[src/rtl/alu_pkg.sv]
// Shared definitions for the RV32 integer ALU: opcode encoding and default width.
package alu_pkg;

  localparam int unsigned ALU_WIDTH_DEFAULT = 32;

  typedef enum logic [3:0] {
    ALU_ADD   = 4'b0000,
    ALU_SUB   = 4'b0001,
    ALU_SLL   = 4'b0010,
    ALU_SLT   = 4'b0011,
    ALU_SLTU  = 4'b0100,
    ALU_XOR   = 4'b0101,
    ALU_SRL   = 4'b0110,
    ALU_SRA   = 4'b0111,
    ALU_OR    = 4'b1000,
    ALU_AND   = 4'b1001,
    ALU_PASSB = 4'b1010,
    ALU_PASSA = 4'b1011,
    ALU_SEQ   = 4'b1100,
    ALU_SNE   = 4'b1101,
    ALU_SGE   = 4'b1110,
    ALU_SGEU  = 4'b1111
  } alu_op_e;

endpackage

[src/rtl/alu_shifter.sv]
// Combinational log2 barrel shifter for SLL/SRL/SRA.
// Left shifts reuse the right-shift stages by bit-reversing data in and out.
module alu_shifter #(
  parameter int unsigned WIDTH = 32
) (
  input  logic [WIDTH-1:0]         i_data,
  input  logic [$clog2(WIDTH)-1:0] i_shamt,
  input  logic                     i_dir,    // 0: left, 1: right
  input  logic                     i_arith,  // sign-fill on right shift
  output logic [WIDTH-1:0]         o_data
);

  localparam int unsigned SH = $clog2(WIDTH);

  logic [WIDTH-1:0] w_rev_in;
  logic [WIDTH-1:0] w_rev_out;
  logic [WIDTH-1:0] w_in;
  logic             w_fill;
  logic [WIDTH-1:0] w_stage [SH+1];

  // Bit-reverse the input so a left shift becomes a right shift.
  always_comb begin
    w_rev_in = '0;
    for (int unsigned i = 0; i < WIDTH; i++) begin
      w_rev_in[i] = i_data[WIDTH-1-i];
    end
  end

  assign w_in       = i_dir ? i_data : w_rev_in;
  assign w_fill     = i_dir & i_arith & i_data[WIDTH-1];
  assign w_stage[0] = w_in;

  genvar k;
  for (k = 0; k < SH; k++) begin : g_stage
    localparam int unsigned STEP = 1 << k;
    assign w_stage[k+1] = i_shamt[k] ? {{STEP{w_fill}}, w_stage[k][WIDTH-1:STEP]}
                                     : w_stage[k];
  end

  // Undo the reversal for left shifts.
  always_comb begin
    w_rev_out = '0;
    for (int unsigned i = 0; i < WIDTH; i++) begin
      w_rev_out[i] = w_stage[SH][WIDTH-1-i];
    end
  end

  assign o_data = i_dir ? w_stage[SH] : w_rev_out;

endmodule

[src/rtl/alu.sv]
// RV32 integer ALU: 16 operations, registered result, one-cycle latency.
// Optional registered status flags when ALU_FLAGS_EN is defined.
module alu
  import alu_pkg::*;
#(
  parameter int unsigned WIDTH = ALU_WIDTH_DEFAULT
) (
  input  logic             clk,
  input  logic             rst_n,
  input  logic [WIDTH-1:0] in_a,
  input  logic [WIDTH-1:0] in_b,
  input  logic [3:0]       alu_select,
  output logic [WIDTH-1:0] result
`ifdef ALU_FLAGS_EN
  ,
  output logic             flag_zero,
  output logic             flag_neg,
  output logic             flag_carry,
  output logic             flag_ovf
`endif
);

  localparam int unsigned SH = $clog2(WIDTH);

  alu_op_e          w_op;
  logic             w_sub;
  logic [WIDTH-1:0] w_b_eff;
  logic [WIDTH-1:0] w_sum;
  logic             w_cout;
  logic             w_ovf;
  logic             w_slt;
  logic             w_sltu;
  logic             w_eq;
  logic [WIDTH-1:0] w_shift;
  logic             w_shift_dir;
  logic             w_shift_arith;
  logic [WIDTH-1:0] w_next;

  assign w_op = alu_op_e'(alu_select);

  // Single adder: every op other than ADD uses it as a subtractor (a + ~b + 1),
  // so the comparisons fall out of the same carry and overflow terms.
  assign w_sub   = (w_op != ALU_ADD);
  assign w_b_eff = w_sub ? ~in_b : in_b;
  assign {w_cout, w_sum} = {1'b0, in_a} + {1'b0, w_b_eff} + {{WIDTH{1'b0}}, w_sub};
  assign w_ovf   = (in_a[WIDTH-1] == w_b_eff[WIDTH-1]) && (w_sum[WIDTH-1] != in_a[WIDTH-1]);
  assign w_slt   = w_sum[WIDTH-1] ^ w_ovf;
  assign w_sltu  = ~w_cout;
  assign w_eq    = (in_a == in_b);

  assign w_shift_dir   = (w_op == ALU_SRL) || (w_op == ALU_SRA);
  assign w_shift_arith = (w_op == ALU_SRA);

  alu_shifter #(
    .WIDTH (WIDTH)
  ) u_shifter (
    .i_data  (in_a),
    .i_shamt (in_b[SH-1:0]),
    .i_dir   (w_shift_dir),
    .i_arith (w_shift_arith),
    .o_data  (w_shift)
  );

  // Opcode mux selecting the next registered result.
  always_comb begin
    w_next = '0;
    case (w_op)
      ALU_ADD,
      ALU_SUB:   w_next = w_sum;
      ALU_SLL,
      ALU_SRL,
      ALU_SRA:   w_next = w_shift;
      ALU_SLT:   w_next = {{(WIDTH-1){1'b0}}, w_slt};
      ALU_SLTU:  w_next = {{(WIDTH-1){1'b0}}, w_sltu};
      ALU_XOR:   w_next = in_a ^ in_b;
      ALU_OR:    w_next = in_a | in_b;
      ALU_AND:   w_next = in_a & in_b;
      ALU_PASSB: w_next = in_b;
      ALU_PASSA: w_next = in_a;
      ALU_SEQ:   w_next = {{(WIDTH-1){1'b0}}, w_eq};
      ALU_SNE:   w_next = {{(WIDTH-1){1'b0}}, ~w_eq};
      ALU_SGE:   w_next = {{(WIDTH-1){1'b0}}, ~w_slt};
      ALU_SGEU:  w_next = {{(WIDTH-1){1'b0}}, ~w_sltu};
      default:   w_next = '0;
    endcase
  end

  // Result register, cleared asynchronously.
  always_ff @(posedge clk or negedge rst_n) begin
    if (!rst_n) begin
      result <= '0;
    end else begin
      result <= w_next;
    end
  end

`ifdef ALU_FLAGS_EN
  logic w_is_addsub;

  assign w_is_addsub = (w_op == ALU_ADD) || (w_op == ALU_SUB);

  // Status flags registered alongside the result.
  always_ff @(posedge clk or negedge rst_n) begin
    if (!rst_n) begin
      flag_zero  <= 1'b0;
      flag_neg   <= 1'b0;
      flag_carry <= 1'b0;
      flag_ovf   <= 1'b0;
    end else begin
      flag_zero  <= (w_next == '0);
      flag_neg   <= w_next[WIDTH-1];
      flag_carry <= w_is_addsub & w_cout;
      flag_ovf   <= w_is_addsub & w_ovf;
    end
  end
`endif

endmodule

[config.mk]
export PLATFORM = sky130hd
export DESIGN_NAME = alu
export DESIGN_NICKNAME = d
export VERILOG_FILES = /design/src/rtl/alu_pkg.sv /design/src/rtl/alu_shifter.sv /design/src/rtl/alu.sv
export SDC_FILE = /design/constraint.sdc
export NUM_CORES = 1
export LEC_CHECK = 0
export CORE_MARGIN = 2
export CORE_UTILIZATION = 60
export DETAILED_ROUTE_END_ITERATION = 16
export MAX_ROUTING_LAYER = met4
export PLACE_DENSITY = 0.84
export SLEW_MARGIN = 20
export SYNTH_ARGS = -nofsm -noshare
export SYNTH_HDL_FRONTEND = slang
export SYNTH_HIERARCHICAL = 1
export SYNTH_SLANG_ARGS = --single-unit
[constraint.sdc]
create_clock -name clk -period 0.8 [get_ports clk]
set_input_delay 0.16 -clock clk [delete_from_list [all_inputs] [get_ports clk]]
set_output_delay 0.16 -clock clk [all_outputs]
set_load 0.02 [all_outputs]
==> impl_table.tex, run 1 <==
\begin{tabular}{lr}
\hline
Metric & Value \\
\hline
\multicolumn{2}{l}{\textbf{Yosys}} \\
\quad Top cell type's share of synthesized area & 0.132 \\
\quad Top cells by area in the synthesized netlist & sky130\_fd\_sc\_hd\_\_ha\_1 (13\%), sky130\_fd\_sc\_hd\_\_dfrtp\_1 (8.9\%), sky130\_fd\_sc\_hd\_\_mux4\_2 (7.2\%) \\
\quad Number of instances in the synthesized netlist & 1134 \\
\quad Count of synthesis-stage warnings from yosys & 6 \\
\quad Number of synthesized flops with an enable pin & 0 \\
\quad Cell with the most instances after synthesis & sky130\_fd\_sc\_hd\_\_nand2\_1 \\
\quad Fraction of registers with async set or reset after synthesis & 1.00 \\
\quad Synthesized area divided by synthesized cell count & 7.95 sq um \\
\quad Number of distinct library cell variants in the gate-level netlist after synthesis & 91 \\
\quad Mapped Nets & 1300 \\
\quad Synth cell count leaders & sky130\_fd\_sc\_hd\_\_nand2\_1 (100), sky130\_fd\_sc\_hd\_\_ha\_1 (95), sky130\_fd\_sc\_hd\_\_inv\_1 (74) \\
\quad Sequential element share of the synthesized area & 0.0888 \\
\quad Most common flop cell mapped by yosys & sky130\_fd\_sc\_hd\_\_dfrtp\_1 \\
\quad Largest area contributor in the synthesized netlist & sky130\_fd\_sc\_hd\_\_ha\_1 \\
\quad Post-Synthesis Cell Area & 0.00902 sq mm \\
\quad Synthesized flop and latch total & 32 \\
\multicolumn{2}{l}{\textbf{Place}} \\
\quad Placement-stage worst setup slack & -3.17 ns \\
\quad Hpwl dp & 38900 microns \\
\quad Placer Congestion & 1.26 \\
\quad Placed cells & 1734 \\
\quad Count of buffers from port buffering & 101 \\
\multicolumn{2}{l}{\textbf{Clocking}} \\
\quad Maximum clock insertion buffer count & 2 \\
\quad Cts-stage hold buffer count & 0 \\
\quad Clock root buffer & sky130\_fd\_sc\_hd\_\_clkbuf\_16 \\
\quad Gates resized, CTS repair & 499 \\
\quad Number of buffers inserted during clock tree synthesis & 5 \\
\quad CTS H-tree depth & 2 \\
\quad Number of buffers inserted to repair setup after CTS & 60 \\
\quad Clock sinks & 32 \\
\multicolumn{2}{l}{\textbf{Status}} \\
\quad Tool Error & [ERROR DPL-0038] Utilization greater than 100\%, impossible to legalize \\
\quad Result of the run & did not finish \\
\quad Failing step & clock tree synthesis (4\_1\_cts) \\
\multicolumn{2}{l}{\textbf{Die}} \\
\quad Core Rows & 44 \\
\quad Starting Density & 0.618 \\
\quad Width of the chip & 127 microns \\
\quad Number of placed I/O pins & 102 \\
\quad Floorplan die height & 127 microns \\
\hline
\end{tabular}
==> logic make-up after synthesis <==
logic type	synth area share
multiplexers	0.179
adder cells (fa/ha/maj)	0.134
buffers and inverters	0.0914
flip-flops	0.0888
AO/OA/AOI/OAI	0.290
AND/OR/NAND/NOR	0.160
XOR/XNOR	0.0563
==> per-stage QoR <==
stage / hold slack [ns] / area (sq um)
after floorplan: -0.136 / 9220
after global placement: 0.547 / 13000
after detailed placement: 0.546 / 13000
==> run 2, diff against run 1 <==
Settings changed: CORE_UTILIZATION 60 to 40, MAX_ROUTING_LAYER met4 to unset, PLACE_DENSITY 0.84 to unset, PLACE_DENSITY_LB_ADDON set to 0.15.
==> impl_table.tex, run 2 <==
\begin{tabular}{lr}
\hline
Metric & Value \\
\hline
\multicolumn{2}{l}{\textbf{Status}} \\
\quad Result of the run & finished, violations left (was did not finish) \\
\quad Violated checks & negative setup slack \\
\multicolumn{2}{l}{\textbf{GRT}} \\
\quad Number of global-route vias before repair & 12000 \\
\quad Combined global-route utilization of all metal layers & 0.393 \\
\quad Antenna violations before repair & 0 \\
\quad First-pass GRT wire length & 71600 microns \\
\quad Total grt overflow & 0 \\
\quad Largest net degree at the start of global routing & 33 \\
\multicolumn{2}{l}{\textbf{Clocking}} \\
\quad Maximum clock insertion buffer count & 2 (unchanged) \\
\quad Number of buffers inserted during clock tree synthesis & 5 (unchanged) \\
\quad Reg clk slew, reported paths & 0.06 ns \\
\quad Clock tree from TritonCTS & yes \\
\quad Clock root buffer & sky130\_fd\_sc\_hd\_\_clkbuf\_16 (unchanged) \\
\quad Clock sinks & 32 (unchanged) \\
\quad CTS H-tree depth & 2 (unchanged) \\
\multicolumn{2}{l}{\textbf{Timing}} \\
\quad Setup ws final & -2.30 ns \\
\quad Part of the cycle the worst path needs & 3.87 \\
\quad Post-route setup TNS & -68.39 ns \\
\quad Tightest Pin Transition & 0.647 ns \\
\quad Min cycle time layout & 3.10 ns \\
\quad Worst hold margin & 0.330 ns \\
\quad Final hold viol count & 0 \\
\quad Final-report setup violation count & 64 \\
\quad Max Clock Freq & 0.323 GHz \\
\quad Fin. max-slew vios & 0 \\
\quad Max-slew headroom & 0.568 \\
\quad RSZ-0062 raised after global routing & true \\
\multicolumn{2}{l}{\textbf{Setup path}} \\
\quad CP startpoint kind & input port \\
\quad Slowest stage cell on the critical path & sky130\_fd\_sc\_hd\_\_ha\_1 \\
\quad Largest fanout on the critical path & 6 \\
\quad Endpoint kind of the worst setup timing path & flip-flop \\
\quad Arrival @ worst endpoint & 3.27 ns \\
\quad Cell family with the largest share of critical-path delay & compound AO/OA/AOI/OAI gates \\
\quad Count of buffer and inverter cells on the critical path & 5 \\
\quad Largest incremental delay on the critical path & 0.36 ns \\
\quad Critical Setup Path Class & input port to flip-flop \\
\quad Required time of the worst setup path & 0.97 ns \\
\quad Cell chain of the critical path & buf\_8, nor4\_4, buf\_12, buf\_12, xnor2\_2, ha\_1, a21o\_1, a221oi\_4, nor3\_2, o31ai\_1, buf\_4, a21oi\_4, a41o\_1, buf\_6, a221oi\_2, o311a\_1, o21ai\_1 \\
\quad Top cell by count, worst path & sky130\_fd\_sc\_hd\_\_buf\_12 \\
\multicolumn{2}{l}{\textbf{Route}} \\
\quad Wire length after detailed routing & 48000 microns \\
\quad DR WL/cell & 24.2 microns \\
\quad Count of nets left with antenna violations after detail routing & 0 \\
\quad 1st-iter DRT viols & 1244 \\
\quad Vias & 12300 \\
\quad Vias per Instance & 6.20 \\
\quad Drt first pass iters & 7 \\
\quad DRC errors left & 0 \\
\multicolumn{2}{l}{\textbf{Yosys}} \\
\quad Post-Synthesis Cell Area & 0.00902 sq mm (unchanged) \\
\quad Synthesized area divided by synthesized cell count & 7.95 sq um (unchanged) \\
\quad Count of synthesis-stage warnings from yosys & 6 (unchanged) \\
\quad Top cells by area in the synthesized netlist & sky130\_fd\_sc\_hd\_\_ha\_1 (13\%), sky130\_fd\_sc\_hd\_\_dfrtp\_1 (8.9\%), sky130\_fd\_sc\_hd\_\_mux4\_2 (7.2\%) (unchanged) \\
\quad Largest area contributor in the synthesized netlist & sky130\_fd\_sc\_hd\_\_ha\_1 (unchanged) \\
\quad Number of synthesized flops with an enable pin & 0 (unchanged) \\
\quad Mapped Nets & 1300 (unchanged) \\
\quad Synthesized flop and latch total & 32 (unchanged) \\
\quad Number of instances in the synthesized netlist & 1134 (unchanged) \\
\quad Fraction of registers with async set or reset after synthesis & 1.00 (unchanged) \\
\quad Synth cell count leaders & sky130\_fd\_sc\_hd\_\_nand2\_1 (100), sky130\_fd\_sc\_hd\_\_ha\_1 (95), sky130\_fd\_sc\_hd\_\_inv\_1 (74) (unchanged) \\
\quad Most common flop cell mapped by yosys & sky130\_fd\_sc\_hd\_\_dfrtp\_1 (unchanged) \\
\quad Sequential element share of the synthesized area & 0.0888 (unchanged) \\
\quad Number of distinct library cell variants in the gate-level netlist after synthesis & 91 (unchanged) \\
\quad Cell with the most instances after synthesis & sky130\_fd\_sc\_hd\_\_nand2\_1 (unchanged) \\
\quad Top cell type's share of synthesized area & 0.132 (unchanged) \\
\multicolumn{2}{l}{\textbf{Cells and area}} \\
\quad Commonest cells after routing, fill and taps aside & sky130\_fd\_sc\_hd\_\_buf\_4 (451), sky130\_fd\_sc\_hd\_\_buf\_6 (104), sky130\_fd\_sc\_hd\_\_nand2\_1 (94) \\
\quad Area delta synth->final & 76.6\% \\
\quad Number of nets in the finished design & 1872 \\
\quad Register with the most flip-flops & result \\
\quad Share of the core filled with cells in the final layout & 0.725 \\
\quad Number of standard cells in the final layout excluding fillers & 1986 \\
\quad Flip-flop count of the largest register, all copies and words added & 32 \\
\quad Biggest registers after layout & result: 32 flops \\
\quad Most common library cell in the layout ignoring fill and taps & sky130\_fd\_sc\_hd\_\_buf\_4 \\
\quad Share of layout cells above drive strength 1 & 0.494 \\
\quad \# diodes & 0 \\
\quad Final non-filler cell area & 0.0159 sq mm \\
\multicolumn{2}{l}{\textbf{Power and ir drop}} \\
\quad Power density over the cells & 1010 mW/mm\^{}2 \\
\quad Worst vdd rail ir drop & 735 uV \\
\quad Lkg Pwr & 7.42 nW \\
\multicolumn{2}{l}{\textbf{Die}} \\
\quad Width of the chip & 154 microns (was 127 microns) \\
\quad Core Rows & 54 (was 44) \\
\quad Floorplan die height & 154 microns (was 127 microns) \\
\quad Number of placed I/O pins & 102 (unchanged) \\
\quad Die area & 0.0238 sq mm \\
\quad Core Footprint & 0.0220 sq mm \\
\quad Starting Density & 0.411 (was 0.618) \\
\multicolumn{2}{l}{\textbf{Place}} \\
\quad Cell area after placement & 0.0136 sq mm (was 0.0130 sq mm) \\
\quad Hpwl dp & 36700 microns (was 38900 microns) \\
\quad Placed cells & 1888 (was 1734) \\
\quad Placer Congestion & 1.10 (was 1.26) \\
\quad Count of buffers from port buffering & 101 (unchanged) \\
\multicolumn{2}{l}{\textbf{Hold path}} \\
\quad Hold WC Path Type & input port to flip-flop \\
\multicolumn{2}{l}{\textbf{Run}} \\
\quad Number of maximum-capacitance violations & 0 \\
\hline
\end{tabular}
[run 2: repair_timing]
item | CTS | global route
cloned | 2 | 1
pin swaps | 94 | 74
endpoints found under the hold margin | 32 | 0
resized for setup | 506 | 65
hold buffers | 1 | 0
buffers inserted | 76 | 20
endpoints found under the setup margin | 64 | 64
[run 2: power by group]
group	switching [mW]	internal, mW	total [mW]
Combinational	6.02	6.06	12.1
Sequential	0.119	1.84	1.96
Clock	0.791	1.31	2.10
Total	6.93	9.22	16.1
[run 2: metrics by stage]
step           setup WS (ns)  total power, mW
4_1_cts                -2.42             15.4
2_1_floorplan          -2.56             6.65
3_5_place_dp           -3.16             11.7
3_3_place_gp           -3.13             11.6
5_1_grt                -2.49             16.9
6_report               -2.30             16.1
[run 2: final cells by class]
type	count	area [sq um]
Timing Repair Buffer	650	5770
Clock buffer	7	153
Fill cell	1710	6030
Timing Repair inverter	1	11.3
Multi-Input combinational cell	939	8540
Inverter	77	307
Sequential cell	32	801
Tap cell	280	350
[run 2: metal layers]
layer / part of all wire / global-route usage
met4: 0.046 / 0.143
met1: 0.41 / 0.539
met5: 0 / 0
met2: 0.44 / 0.614
met3: 0.10 / 0.0761
[run 2: final timing paths]
check	from	to	slack, ns	depth (start not counted)
max	alu_select[3]	result[0]	-2.30	17
max in group asynchronous	rst_n	result[22]	0.23	3
min in group asynchronous	rst_n	result[1]	0.36	3
min	alu_select[2]	result[0]	0.33	4
[run 2: tightest hold or removal path: stages]
cell	delay, ns
sky130_fd_sc_hd__buf_6	0.10
sky130_fd_sc_hd__buf_4	0.13
sky130_fd_sc_hd__o22ai_1	0.07
sky130_fd_sc_hd__o21ai_1	0.12
[run 2: cells by family after synthesis]
logic type / count (synthesis) / share of synthesized area
multiplexers: 116 / 0.179
adder cells (fa/ha/maj): 96 / 0.134
AND/OR/NAND/NOR: 300 / 0.160
AO/OA/AOI/OAI: 369 / 0.290
buffers and inverters: 163 / 0.0914
XOR/XNOR: 58 / 0.0563
flip-flops: 32 / 0.0888
Power figures use the tool's default switching activity.
==> run 3, diff against run 2 <==
Settings changed: CORE_UTILIZATION 40 to 50.
==> impl_table.tex, run 3 <==
\begin{tabular}{lr}
\hline
Metric & Value \\
\hline
\multicolumn{2}{l}{\textbf{Status}} \\
\quad Result of the run & did not finish (was finished, violations left) \\
\quad Failing step & global routing (5\_1\_grt) \\
\quad Tool Error & [ERROR GRT-0232] Routing congestion too high. Check the congestion heatmap in the GUI. \\
\multicolumn{2}{l}{\textbf{Yosys}} \\
\quad Most common flop cell mapped by yosys & sky130\_fd\_sc\_hd\_\_dfrtp\_1 (unchanged) \\
\quad Post-Synthesis Cell Area & 0.00902 sq mm (unchanged) \\
\quad Sequential element share of the synthesized area & 0.0888 (unchanged) \\
\quad Largest area contributor in the synthesized netlist & sky130\_fd\_sc\_hd\_\_ha\_1 (unchanged) \\
\quad Number of instances in the synthesized netlist & 1134 (unchanged) \\
\quad Top cells by area in the synthesized netlist & sky130\_fd\_sc\_hd\_\_ha\_1 (13\%), sky130\_fd\_sc\_hd\_\_dfrtp\_1 (8.9\%), sky130\_fd\_sc\_hd\_\_mux4\_2 (7.2\%) (unchanged) \\
\quad Number of distinct library cell variants in the gate-level netlist after synthesis & 91 (unchanged) \\
\quad Cell with the most instances after synthesis & sky130\_fd\_sc\_hd\_\_nand2\_1 (unchanged) \\
\quad Count of synthesis-stage warnings from yosys & 6 (unchanged) \\
\quad Synthesized area divided by synthesized cell count & 7.95 sq um (unchanged) \\
\quad Synthesized flop and latch total & 32 (unchanged) \\
\quad Mapped Nets & 1300 (unchanged) \\
\quad Synth cell count leaders & sky130\_fd\_sc\_hd\_\_nand2\_1 (100), sky130\_fd\_sc\_hd\_\_ha\_1 (95), sky130\_fd\_sc\_hd\_\_inv\_1 (74) (unchanged) \\
\quad Number of synthesized flops with an enable pin & 0 (unchanged) \\
\quad Top cell type's share of synthesized area & 0.132 (unchanged) \\
\quad Fraction of registers with async set or reset after synthesis & 1.00 (unchanged) \\
\multicolumn{2}{l}{\textbf{Die}} \\
\quad Core Rows & 49 (was 54) \\
\quad Number of placed I/O pins & 102 (unchanged) \\
\quad Starting Density & 0.506 (was 0.411) \\
\quad Width of the chip & 138 microns (was 154 microns) \\
\quad Floorplan die height & 138 microns (was 154 microns) \\
\multicolumn{2}{l}{\textbf{Clocking}} \\
\quad Clock sinks & 32 (unchanged) \\
\quad Number of buffers inserted during clock tree synthesis & 5 (unchanged) \\
\quad CTS H-tree depth & 2 (unchanged) \\
\quad Clock root buffer & sky130\_fd\_sc\_hd\_\_clkbuf\_16 (unchanged) \\
\quad Maximum clock insertion buffer count & 2 (unchanged) \\
\multicolumn{2}{l}{\textbf{Place}} \\
\quad Placer Congestion & 1.09 (was 1.10) \\
\quad Count of buffers from port buffering & 101 (unchanged) \\
\quad Placement-stage worst setup slack & -2.99 ns (was -3.16 ns) \\
\quad Hpwl dp & 35100 microns (was 36700 microns) \\
\multicolumn{2}{l}{\textbf{Timing}} \\
\quad Pin ending the worst setup path after global-route repair & result[0]\$\_DFF\_PN0\_/D \\
\quad Pin category terminating the worst setup path after the last repair & register data pin \\
\multicolumn{2}{l}{\textbf{GRT}} \\
\quad Largest net degree at the start of global routing & 34 \\
\quad Total grt overflow & 50 \\
\quad Combined global-route utilization of all metal layers & 0.736 \\
\hline
\end{tabular}
==> run 3: cell counts after synthesis <==
No cell type changed its count.
==> run 3: metrics by stage <==
step                      instances   util  hold WS (ns)  cell area (sq um)  setup TNS (ns)
after CTS                      1899  0.864         0.251              15400          -64.21
after detailed placement       1794  0.740         0.558              13200          -94.01
after global placement         1794  0.740         0.559              13200          -92.66
after floorplan                1134      -        -0.136               9220          -63.16
==> run 3: what timing repair did <==
item                       4_1_cts
hold endpoints to repair         0
setup endpoints to repair       64
pin swaps                      125
hold buffers                     0
cloned                           7
resized for setup              554
buffers inserted                96
==> run 3: layer usage <==
layer	GRT overflow	GRT usage
met3	0	0.566
met1	0	0.739
met5	0	0.125
met4	19	0.730
met2	31	0.926
==> run 3: logic make-up after synthesis <==
group                      Yosys count  synth area share
AOI/OAI and AO/OA                  369             0.290
xor gates and xnor gates            58            0.0563
adders and majority gates           96             0.134
buffers and inverters              163            0.0914
DFF                                 32            0.0888
muxes                              116             0.179
and+or+nand+nor                    300             0.160
